<file path="config.mk">
export PLATFORM = sky130hd
export DESIGN_NAME = banner_reveal_ctrl
export DESIGN_NICKNAME = d
export VERILOG_FILES = /design/src/rtl/banner_reveal_ctrl.sv
export SDC_FILE = /design/constraint.sdc
export NUM_CORES = 1
export LEC_CHECK = 0
export BUFFER_PORTS_ARGS = -buffer_cell sky130_fd_sc_hd__buf_2
export CAP_MARGIN = 20
export CELL_PAD_IN_SITES_DETAIL_PLACEMENT = 0
export CELL_PAD_IN_SITES_GLOBAL_PLACEMENT = 1
export CORE_AREA = 2 2 66 68
export DETAILED_ROUTE_END_ITERATION = 10
export DIE_AREA = 0 0 68 70
export GPL_TIMING_DRIVEN = 0
export PLACE_DENSITY_LB_ADDON = 0.1
export SLEW_MARGIN = 15
export SYNTH_ARGS = -nofsm -noshare
export SYNTH_HDL_FRONTEND = slang
export SYNTH_SLANG_ARGS = --single-unit
</file>
<file path="constraint.sdc">
create_clock -name clk -period 3.55 [get_ports clk]
set_clock_uncertainty 0.05 [all_clocks]
set_input_delay 0.8875 -clock clk [delete_from_list [all_inputs] [get_ports clk]]
set_output_delay 0.8875 -clock clk [all_outputs]
set_load 0.005 [all_outputs]
</file>
<file path="src/rtl/banner_reveal_ctrl.sv">
// Frame-locked banner sequencer: typewriter reveal of N_CHARS glyph slots,
// a blink phase over the whole banner, then a steady hold until restart/abort.
module banner_reveal_ctrl #(
    parameter int unsigned N_CHARS       = 6,
    parameter int unsigned REVEAL_FRAMES = 8,
    parameter int unsigned BLINK_FRAMES  = 15,
    parameter int unsigned BLINK_TOGGLES = 6
) (
    input  logic               clk,
    input  logic               rst_n,
    input  logic               frame_tick,
    input  logic               start,
    input  logic               abort,
    output logic [N_CHARS-1:0] en_vec,
    output logic [3:0]         reveal_cnt,
    output logic               busy,
    output logic               done
);
    localparam int unsigned      CNT_W       = 8;
    localparam logic [CNT_W-1:0] REVEAL_LAST = CNT_W'(REVEAL_FRAMES - 1);
    localparam logic [CNT_W-1:0] BLINK_LAST  = CNT_W'(BLINK_FRAMES - 1);
    localparam logic [CNT_W-1:0] TOGGLE_END  = CNT_W'(BLINK_TOGGLES);
    localparam logic [3:0]       CHARS_END   = 4'(N_CHARS);

    typedef enum logic [1:0] {
        IDLE   = 2'd0,
        REVEAL = 2'd1,
        BLINK  = 2'd2,
        DONE   = 2'd3
    } state_t;

    state_t             state;
    logic [CNT_W-1:0]   frame_cnt;
    logic [CNT_W-1:0]   toggle_cnt;
    logic               visible;
    logic [3:0]         reveal_next;
    logic [CNT_W-1:0]   toggle_next;
    logic [N_CHARS-1:0] reveal_mask;

    // Next counter values and the enable pattern for the next reveal count
    always_comb begin
        reveal_next = reveal_cnt + 4'd1;
        toggle_next = toggle_cnt + CNT_W'(1);
        reveal_mask = '0;
        for (int k = 0; k < int'(N_CHARS); k++) begin
            reveal_mask[k] = (4'(k) < reveal_next);
        end
    end

    // Sequencer: abort beats start beats frame_tick; en_vec only moves on those events
    always_ff @(posedge clk or negedge rst_n) begin
        if (!rst_n) begin
            state      <= IDLE;
            en_vec     <= '0;
            reveal_cnt <= '0;
            busy       <= 1'b0;
            done       <= 1'b0;
            frame_cnt  <= '0;
            toggle_cnt <= '0;
            visible    <= 1'b0;
        end else if (abort) begin
            state      <= IDLE;
            en_vec     <= '0;
            reveal_cnt <= '0;
            busy       <= 1'b0;
            done       <= 1'b0;
            frame_cnt  <= '0;
            toggle_cnt <= '0;
            visible    <= 1'b0;
        end else if (start && (state == IDLE || state == DONE)) begin
            state      <= REVEAL;
            en_vec     <= '0;
            reveal_cnt <= '0;
            busy       <= 1'b1;
            done       <= 1'b0;
            frame_cnt  <= '0;
            toggle_cnt <= '0;
            visible    <= 1'b0;
        end else if (frame_tick) begin
            case (state)
                REVEAL: begin
                    if (frame_cnt == REVEAL_LAST) begin
                        frame_cnt  <= '0;
                        reveal_cnt <= reveal_next;
                        if (reveal_next == CHARS_END) begin
                            state      <= BLINK;
                            visible    <= 1'b1;
                            toggle_cnt <= '0;
                            en_vec     <= '1;
                        end else begin
                            en_vec <= reveal_mask;
                        end
                    end else begin
                        frame_cnt <= frame_cnt + CNT_W'(1);
                    end
                end
                BLINK: begin
                    if (frame_cnt == BLINK_LAST) begin
                        frame_cnt  <= '0;
                        visible    <= !visible;
                        toggle_cnt <= toggle_next;
                        if (toggle_next == TOGGLE_END) begin
                            state  <= DONE;
                            busy   <= 1'b0;
                            done   <= 1'b1;
                            en_vec <= '1;
                        end else begin
                            // visible is about to flip, so drive the new phase
                            en_vec <= visible ? '0 : '1;
                        end
                    end else begin
                        frame_cnt <= frame_cnt + CNT_W'(1);
                    end
                end
                default: begin
                end
            endcase
        end
    end

endmodule
</file>
---- Yosys cells after proc, flatten, opt, wreduce, memory -nomap -nowiden ----
Cells that the tools add are included.
storage, ports and cells
  flip-flop bits (word level) ............. 31
  word-level logic and storage cells ...... 99
  output and inout port bits .............. 12
cells by class
  eq/ne operators ......................... 11
  add/sub/neg operators ................... 3
  magnitude comparators ................... 6
  muxes and demuxes ....................... 54
  reductions and logical operators ........ 17
operator list
  cell                                                                          number
  8-bit two-way mux                                                             11
  6-bit two-way mux                                                             8
  8-bit case mux with 2 select lines                                            2
  4-bit two-way mux                                                             5
  1-bit two-way mux                                                             18
  3-bit nonzero test                                                            6
  8-bit by 1-bit adder with 8-bit output (second input constant)                2
  8-bit by 3-bit == test with 1-bit output (second input constant)              2
  4-bit != test (second input constant)                                         4
  2-bit two-way mux                                                             7
  6-bit case mux with 2 select lines                                            1
  8-bit by 4-bit == test with 1-bit output (second input constant)              1
  1-bit by 4-bit less-than comparator with 1-bit output (first input constant)  2
  2-bit by 4-bit less-than comparator with 1-bit output (first input constant)  2
  3-bit by 4-bit less-than comparator with 1-bit output (first input constant)  2
  4-bit AND reduction                                                           2
  6-bit AND reduction                                                           1
  5-bit AND reduction                                                           1
  4-bit by 1-bit adder with 4-bit output (second input constant)                1
  2-bit == test (second input constant)                                         2
  4-bit by 3-bit == test with 1-bit output (second input constant)              1
  2-bit case mux with 2 select lines                                            1
  4-bit nonzero test                                                            1
  3-bit AND reduction                                                           1
  7 further kinds                                                               7

---- Depth between registers and ports, before layout ----
Gate-level depths: netlist of run 1.
  word-level depth ........................ 8
  gate-level depth with buffers ........... 8

---- Worst setup path after synthesis of run 1 ----
No wires, ideal clock.
  path type ............................... input to register
  from .................................... input port frame_tick
  to ...................................... register toggle_cnt[1]
  slack ................................... 1.327 ns
  data arrival time ....................... 2.048 ns
  required time ........................... 3.375 ns
  stages on the path ...................... 5
  path through ............................ nor2b_1 > o21ai_1 > a221oi_4 > nand2b_4 > mux2_4
between the ends
  cells in the longest elaborated chain, start to end .. 2
ends and longest elaborated chain
  item                           line  text
  start, declared                11    input logic frame_tick,
  3-bit nonzero test (no line)   --
  5-bit AND reduction (no line)  --
  end signal, assigned           101   toggle_cnt <= toggle_next;
  end, declared                  34    logic [CNT_W-1:0] toggle_cnt;
Every way passes these cells.
A chain may end at the register's enable or synchronous reset.

---- Final worst setup path of run 1 ----
  from .................................... register state[0]
  to ...................................... register toggle_cnt[1]
between the ends
  cells in the longest elaborated chain, start to end .. 5
  elaborated cells on any way between the ends .. 16
  those cells by class .................... 6 x eq/ne; 4 x mux; 6 x reduce/logical
ends and longest elaborated chain
  item                                                                           line    text
  start, declared                                                                32      state_t state;
  start signal, assigned                                                         53      state <= IDLE;
  start signal, assigned                                                         62      state <= IDLE;
  start signal, assigned                                                         71      state <= REVEAL;
  2-bit == test, or another cell as far along                                    80      case (state)
  8-bit case mux with 2 select lines / 1-bit logical OR (equally long branches)  80, 70
  8-bit two-way mux / 1-bit logical AND (equally long branches)                  79, 70
  8-bit two-way mux, or another cell as far along                                70      end else if (start && (state == IDLE || state == DONE)) begin
  8-bit two-way mux / 5-bit AND reduction (equally long branches)                --
Parallel ways exist; a longest one is shown, timed or not. The select of a mux whose other input is x is not followed.

==> results of run 1 <==
==> state kept, by name, indices dropped and copies added (netlist names) <==
name and cells:
busy 1, done 1, en_vec 6, frame_cnt 8, reveal_cnt 4, state 2
toggle_cnt 8, visible 1
==> placed cells by master (no fill, tap or decap), types with 3 or more instances in the layout <==
master      n
dfrtp_1    31
o2bb2ai_1   6
nor2_1     18
clkbuf_8    6
o22ai_1     4
buf_2      18
xor2_1      4
nand3_1     9
a21o_1      6
a31oi_1     4
a211oi_1    3
xnor2_1     6
o21ai_0     7
nor3_1      4
mux2i_1     3
and2_1      3
nand2_1    13
ha_1       10
and3_1      4
a21oi_1     9
nand2b_1    4
inv_1      11
==> worst register-to-register path, stage by stage, from the launching register on <==
cell	delay (ns)
dfrtp_1	0.38
inv_1	0.05
ha_1	0.37
nor2b_1	0.29
o21ai_1	0.19
a221oi_4	0.38
nand2b_4	0.27
mux2_4	0.31
==> worst max path at each step <==
stage	to	from	slack (ns)	cells past startpoint
final	toggle_cnt[1]$_DFFE_PN0P_	state[0]$_DFFE_PN0P_	1.15	7
after global routing	toggle_cnt[1]$_DFFE_PN0P_	reveal_cnt[0]$_DFFE_PN0P_	1.04	6
after CTS	toggle_cnt[1]$_DFFE_PN0P_	state[0]$_DFFE_PN0P_	1.19	7
after detailed placement	toggle_cnt[1]$_DFFE_PN0P_	frame_tick	0.99	6
after global placement	toggle_cnt[1]$_DFFE_PN0P_	frame_tick	0.98	6
after floorplan	toggle_cnt[1]$_DFFE_PN0P_	frame_tick	1.33	5
==> report_power, final <==
group          switching, mW  total (mW)  internal [mW]
combinational          0.144       0.225         0.0803
clock                  0.137       0.364          0.227
sequential            0.0187       0.394          0.375
==> logic make-up (layout without fill, tap and decap cells) <==
kind of cell               Yosys count  after routing  synth area share
and+or+nand+nor                     74             74             0.225
AOI/OAI and AO/OA                   55             55             0.210
DFF                                 31             31             0.392
buffers and inverters               19             42            0.0430
adders and majority gates           10             10            0.0633
xor gates and xnor gates            10             10            0.0443
muxes                                4              4            0.0228
==> metal layers <==
metal / global-route usage / share of wire / up-vias
li1: - / - / 788
met1: 0.285 / 0.48 / 786
met2: 0.311 / 0.47 / 33
met3: 0.0435 / 0.031 / 5
met4: 0.0600 / 0.014 / 0
met5: 0 / 0 / -
==> metrics by stage <==
stage,cell area [um^2],hold slack (ns),util
after floorplan,1980,0.417,-
after global placement,2120,0.416,0.511
after detailed placement,2120,0.420,0.511
after CTS,2240,0.441,0.540
after global routing,2240,0.465,0.540
final,2240,0.437,0.540
==> area by class of cell <==
type / count / area (um^2)
fill: 380 / 1910
multi-input combinational: 153 / 1120
sequential: 31 / 776
clock buffer: 6 / 82.6
timing repair buffer: 15 / 75.1
tap: 52 / 65.1
buffer: 8 / 43.8
inverter: 11 / 41.3
clock inverter: 2 / 35.0
==> impl_results.md, run 1 <==
* Sequential fraction of the synthesis area at 0.392
* DRT Pass-1 Iters at 4
* Post-synthesis cell type with the largest combined area: dfrtp_1
* Initial antenna violation count at 0
* Syn Inst Count at slightly above 200
* Vias per inst at around 5.8
* Unique masters post-synth at 54
* RSZ-0062 raised after global routing: no
* Hold Path Stages at 1
* Startpoint types: register
* Setup-failing EPs final at 0
* Critical Path Fanout Max at 7
* Critical register-to-register path endpoint: toggle_cnt[1]$_DFFE_PN0P_
* Final Hold Viols at 0
* Synth top cells by count: 31 x dfrtp_1, 18 x nor2_1, 13 x nand2_1
* R2r startpoint: state[0]$_DFFE_PN0P_
* Worst EP arrival at around 2.5 ns
* Vias in the first global route at around 1600
* 1st-iter DRT viols at 96
* GRT Residual Overflow at 0
* Diode count at 0
* MaxCap Viol Count at 0
* Static Leakage at between 1 and 1.5 nW
* Post-route ant nets at 0
* CTS Sinks at 31
* Status: finished, final reports clean
* R2r worst-path depth at 7
* CTS clk-pin slew, worst paths at around 0.070 ns
* Fin nets at 240
* Max Clock Freq at around 420 MHz
* DR DRC count at 0
* Most common cell in the netlist: dfrtp_1
* Crit path max-delay family: compound AO/OA/AOI/OAI gates
* Routed wire length at 4290 um
* Area grow syn2layout at 13.0%
* Hold Startpoint: en_vec[5]$_DFFE_PN0P_
* TritonCTS Buffers at 5
* Crit path kind: reg2reg
* # port buffers at 15
* Top FF cell, synth: dfrtp_1
* Worst slew pin tran at 0.700 ns
* Row cnt at 24
* Pwr Density at around 440 nW/um^2
* Mapped Nets at ~220
* WP data required at roughly 3.7 ns
* Placed cells at 270
* WHS Endpoint: en_vec[5]$_DFFE_PN0P_
* Die ar. at 4760 um^2
* Power Total at between 0.9 and 1 mW
* Boundary pin count at 17
* Syn_area_per_cell at roughly 9.7 um^2
* Post-CTS Resized at 0
* Setup TNS at 0 ns
* Critical Path End Type: register
* Mapped Area at 1980 um^2
* Rel. slew slack at 0.534
* RD Place Congestion at between 0.8 and 0.9
* Number of synthesized register bits at 31
* Worst-Skew Late Latency at between 0.2 and 0.3 ns
* Cells along the critical path: inv_1, ha_1, nor2b_1, o21ai_1, a221oi_4, nand2b_4, mux2_4
* Largest net degree at the start of global routing at 32
* Max-slew violation count at 0
* R2R setup slack at around 1.1 ns
* Post-route insts no fill at approximately 280
* Max rail drop VDD at about 0.24 mV
* Root Driver: clkbuf_8
* Synth warn at 0
* EDFF count, synth at 0
* Setup ws final at roughly 1.1 ns
* Synth top area cells: dfrtp_1 39%, ha_1 6.3%, nor2_1 3.4%
* Place WS at 0.990 ns
* Asr flop ratio synth at 1.00
* CTS max path bufs at 2
* HP Class: reg2reg
* Part of the cycle the worst path needs at 0.676
* Slowest CP cell: dfrtp_1
* Share of post-route cells with drive strength above 1 at 0.177
* Post-CTS Hold Fix Bufs at 0
* CTS tree: yes
* Drt wl/cell at about 15 um
* HPWL after DPL at around 3100 um
* Core Region at 4140 um^2
* Initial Util at 0.477
* CTS HTree Levels at 2
* Vias at 1612
* Crit path time final at about 2.4 ns
* Worst path buffer plus inverter count at 1
* Die Span X at around 68 um
* Post-CTS setup buffers at 0
* Post-synth top area share at 0.392
* Gr usage total at 0.203
* First-pass GRT wire length at between 7000 and 8000 um
* Slowest stage delay, CP at about 0.38 ns
* Die Ht at around 70 um
(Power assumes the default switching activity.)
==> run 2, diff against run 1 <==
--- a/config.mk
+++ b/config.mk
@@ -5,13 +5,14 @@
 export SDC_FILE = /design/constraint.sdc
 export NUM_CORES = 1
 export LEC_CHECK = 0
+export ABC_AREA = 1
 export BUFFER_PORTS_ARGS = -buffer_cell sky130_fd_sc_hd__buf_2
 export CAP_MARGIN = 20
 export CELL_PAD_IN_SITES_DETAIL_PLACEMENT = 0
 export CELL_PAD_IN_SITES_GLOBAL_PLACEMENT = 1
-export CORE_AREA = 2 2 66 68
+export CORE_AREA = 2 2 73 75
 export DETAILED_ROUTE_END_ITERATION = 10
-export DIE_AREA = 0 0 68 70
+export DIE_AREA = 0 0 75 77
 export GPL_TIMING_DRIVEN = 0
 export PLACE_DENSITY_LB_ADDON = 0.1
 export SLEW_MARGIN = 15
==> constraint.sdc (replaced) <==
create_clock -name clk -period 2.1 [get_ports clk]
set_clock_uncertainty 0.05 [all_clocks]
set_input_delay 0.525 -clock clk [delete_from_list [all_inputs] [get_ports clk]]
set_output_delay 0.525 -clock clk [all_outputs]
set_load 0.005 [all_outputs]
==> impl_results.md, run 2 <==
* Sequential fraction of the synthesis area at 0.410 (was 0.392)
* Startpoint types: register (unchanged)
* DR DRC count at 0 (unchanged)
* Post-CTS Resized at 0 (unchanged)
* Filler cells at 526 (was 380)
* Slowest stage delay, CP at 0.37 ns (was 0.38 ns)
* Leading cell type in the layout, fill and taps excluded: nand2_1 (was dfrtp_1)
* Boundary pin count at 17 (unchanged)
* Diode count at 0 (unchanged)
* Synth Area in XOR/XNOR at 0.0185 (was 0.0443)
* Worst slew pin tran at 0.747 ns (was 0.700 ns)
* Status: finished, final reports clean (unchanged)
* Vias per inst at 4.53 (was 5.80)
* Setup-failing EPs final at 0 (unchanged)
* Sw frac at 0.396 (was 0.305)
* CTS clk-pin slew, worst paths at 0.07 ns (about the same)
* Crit path time final at 1.92 ns (was 2.40 ns)
* Asr flop ratio synth at 1.00 (unchanged)
* WP data required at 2.23 ns (was 3.67 ns)
* Worst path buffer plus inverter count at 2 (was 1)
* Synth warn at 0 (unchanged)
* Internal at 1.23 mW (was 0.683 mW)
* Top FF cell, synth: dfrtp_1 (unchanged)
* First-pass GRT wire length at 7110 um (was 7450 um)
* Critical Path End Type: register (unchanged)
* MaxCap Viol Count at 0 (unchanged)
* Core Util, Final at 0.432 (was 0.540)
* Post-route ant nets at 0 (unchanged)
* Placed cell area at 2060 um^2 (was 2120 um^2)
* CTS Sinks at 31 (unchanged)
* Mapped Nets at 257 (was 218)
* Area grow syn2layout at 13.7% (was 13.0%)
* Most common cell in the netlist: nand2_1 (was dfrtp_1)
* Post-synth top area share at 0.410 (was 0.392)
* Largest net degree at the start of global routing at 32 (unchanged)
* Syn Inst Count at 242 (was 203)
* Root Driver: clkbuf_8 (unchanged)
* Die ar. at 5780 um^2 (was 4760 um^2)
* Met1 Use GR at 0.245 (was 0.285)
* Pwr Density at 948 nW/um^2 (was 440 nW/um^2)
* CP startpoint: state[0]$_DFFE_PN0P_ (unchanged)
* Mux contribution to synthesized area at 0 (was 0.0228)
* Setup TNS at 0 ns (unchanged)
* Static Leakage at 1.10 nW (was 1.03 nW)
* Cells along the critical path: inv_1, ha_1, nand2_2, nand2_8, nor2_8, nand2_1, nand3_4, nor2_8, buf_6, nand3_1, nand2_1 (was inv_1, ha_1, nor2b_1, o21ai_1, a221oi_4, nand2b_4, mux2_4)
* Number of synthesized register bits at 31 (unchanged)
* Crit path max-delay family: simple AND/OR/NAND/NOR gates (was compound AO/OA/AOI/OAI gates)
* Gr usage total at 0.161 (was 0.203)
* Rel. slew slack at 0.502 (was 0.534)
* Clock share of power at 0.227 (was 0.371)
* Fin nets at 281 (was 240)
* Max rail drop VDD at 0.398 mV (was 0.236 mV)
* Initial Util at 0.380 (was 0.477)
* Worst EP arrival at 2.05 ns (was 2.52 ns)
* Slowest CP cell: dfrtp_1 (unchanged)
* CTS max path bufs at 2 (unchanged)
* Area of the multi-input gates at 978 um^2 (was 1120 um^2)
* Simple-gate area share of the yosys netlist at 0.349 (was 0.225)
* HP Class: in2async (was reg2reg)
* Crit path kind: reg2reg (unchanged)
* Core Region at 4980 um^2 (was 4140 um^2)
* Share of post-route cells with drive strength above 1 at 0.176 (was 0.177)
* GR peak layer: met1 (was met2)
* Commonest non-fill, non-tap cells in the layout: 65 x nand2_1, 32 x nand3_1, 31 x dfrtp_1 (was 31 x dfrtp_1, 18 x buf_2, 18 x nor2_1)
* Initial antenna violation count at 0 (unchanged)
* Met3 Use GR at 0.0381 (was 0.0435)
* CTS HTree Levels at 2 (unchanged)
* Max Clock Freq at 521 MHz (was 417 MHz)
* Synth top area cells: dfrtp_1 41%, nand2_1 13%, nand3_1 8.5% (was dfrtp_1 39%, ha_1 6.3%, nor2_1 3.4%)
* Post-CTS setup buffers at 0 (unchanged)
* Max-slew violation count at 0 (unchanged)
* FF/Latch Area at 776 um^2 (unchanged)
* Largest family of logic cells by synthesized area: simple AND/OR/NAND/NOR gates (unchanged)
* DRT Pass-1 Iters at 4 (unchanged)
* Final instance area at 2150 um^2 (was 2240 um^2)
* Drt wl/cell at 11.9 um (was 15.4 um)
* RSZ-0062 raised after global routing: no (unchanged)
* Largest registers: frame_cnt x8, toggle_cnt x8, en_vec x6 (unchanged)
* Fin Hold WS at 0.254 ns (was 0.437 ns)
* RD Place Congestion at 0.754 (was 0.817)
* Row cnt at 26 (was 24)
* Unique masters post-synth at 28 (was 54)
* TritonCTS Buffers at 5 (unchanged)
* Mapped Area at 1890 um^2 (was 1980 um^2)
* CTS tree: yes (unchanged)
* Worst-Skew Late Latency at 0.28 ns (about the same)
* Net switching power at 0.808 mW (was 0.300 mW)
* R2r startpoint: state[0]$_DFFE_PN0P_ (unchanged)
* Part of the cycle the worst path needs at 0.914 (was 0.676)
* # port buffers at 16 (was 15)
* Synth top cells by count: 65 x nand2_1, 32 x nand3_1, 31 x dfrtp_1 (was 31 x dfrtp_1, 18 x nor2_1, 13 x nand2_1)
* HPWL after DPL at 2920 um (was 3090 um)
* Met2 Use GR at 0.217 (was 0.311)
* Compound-Gate Fraction of Synth Area at 0.0833 (was 0.210)
* Die Ht at 77 um (was 70 um)
* Die Span X at 75 um (was 68 um)
* Critical Path Fanout Max at 10 (was 7)
* Post-synthesis cell type with the largest combined area: dfrtp_1 (unchanged)
* Vias at 1527 (was 1612)
* Routed wire length at 4000 um (was 4290 um)
* Final Hold Viols at 0 (unchanged)
* EDFF count, synth at 0 (unchanged)
* 1st-iter DRT viols at 63 (was 96)
* Post-CTS Hold Fix Bufs at 0 (unchanged)
* Syn_area_per_cell at 7.82 um^2 (was 9.74 um^2)
* Sequential Power Share at 0.386 (was 0.401)
* Vias in the first global route at 1464 (was 1592)
* Logic pwr share at 0.387 (was 0.228)
* GRT Residual Overflow at 0 (unchanged)
* Adder-Cell Fraction of Synth Area at 0.0661 (was 0.0633)
-- run 2: cell families (layout without fill, tap and decap cells) --
kind of cell,after synthesis,count (layout)
fa+ha+maj,10,10
flops,31,31
buf+inv,34,59
xor+xnor,4,4
compound gates,28,28
simple gates,135,135
-- run 2: per-stage QoR --
stage	power (mW)	instances	worst slack, ns
2_1_floorplan	1.37	242	0.316
3_3_place_gp	1.59	328	0.0996
3_5_place_dp	1.59	328	0.120
4_1_cts	2.07	336	0.115
5_1_grt	2.23	337	0.0156
6_report	2.04	337	0.180
-- run 2: worst paths after layout --
kind / to / slack (ns) / cells after the start
max in group asynchronous: frame_cnt[7]$_DFFE_PN0P_ / 1.27 / 1
setup reg to reg: state[1]$_DFFE_PN0P_ / 0.18 / 11
hold reg to reg: done$_DFFE_PN0P_ / 0.42 / 2
setup / recovery: state[1]$_DFFE_PN0P_ / 0.18 / 11
hold / removal: toggle_cnt[0]$_DFFE_PN0P_ / 0.25 / 1
min in group clk: done$_DFFE_PN0P_ / 0.42 / 2
-- run 2: power by group through the flow --
stage                     logic, mW  clock network, mW  registers (mW)
final                         0.790              0.462           0.787
after global routing          0.909              0.519           0.803
after CTS                     0.793              0.484           0.789
after detailed placement      0.790                  0           0.798
after global placement        0.796                  0           0.799
after floorplan               0.578                  0           0.794
-- run 2: layout make-up --
type	instances	area share
Clock inverter	3	0.00698
Timing Repair Buffer	17	0.0407
Clock buffer	5	0.0320
Sequential cell	31	0.361
Buffer	1	0.00524
Tap cell	70	0.0407
Multi-Input combinational cell	177	0.455
Inverter	33	0.0588
-- run 2: per-layer routing --
layer  vias up  part of all wire
li1        837                 -
met1       668              0.54
met2        16              0.42
met3         6             0.028
met4         0             0.016
met5         -                 0
-- run 2: worst register-to-register path, cell delays in order (launching register included) --
cell and delay (ns):
dfrtp_1 0.37, inv_1 0.05, ha_1 0.33, nand2_2 0.16, nand2_8 0.11, nor2_8 0.16
nand2_1 0.11, nand3_4 0.13, nor2_8 0.06, buf_6 0.14, nand3_1 0.08, nand2_1 0.06
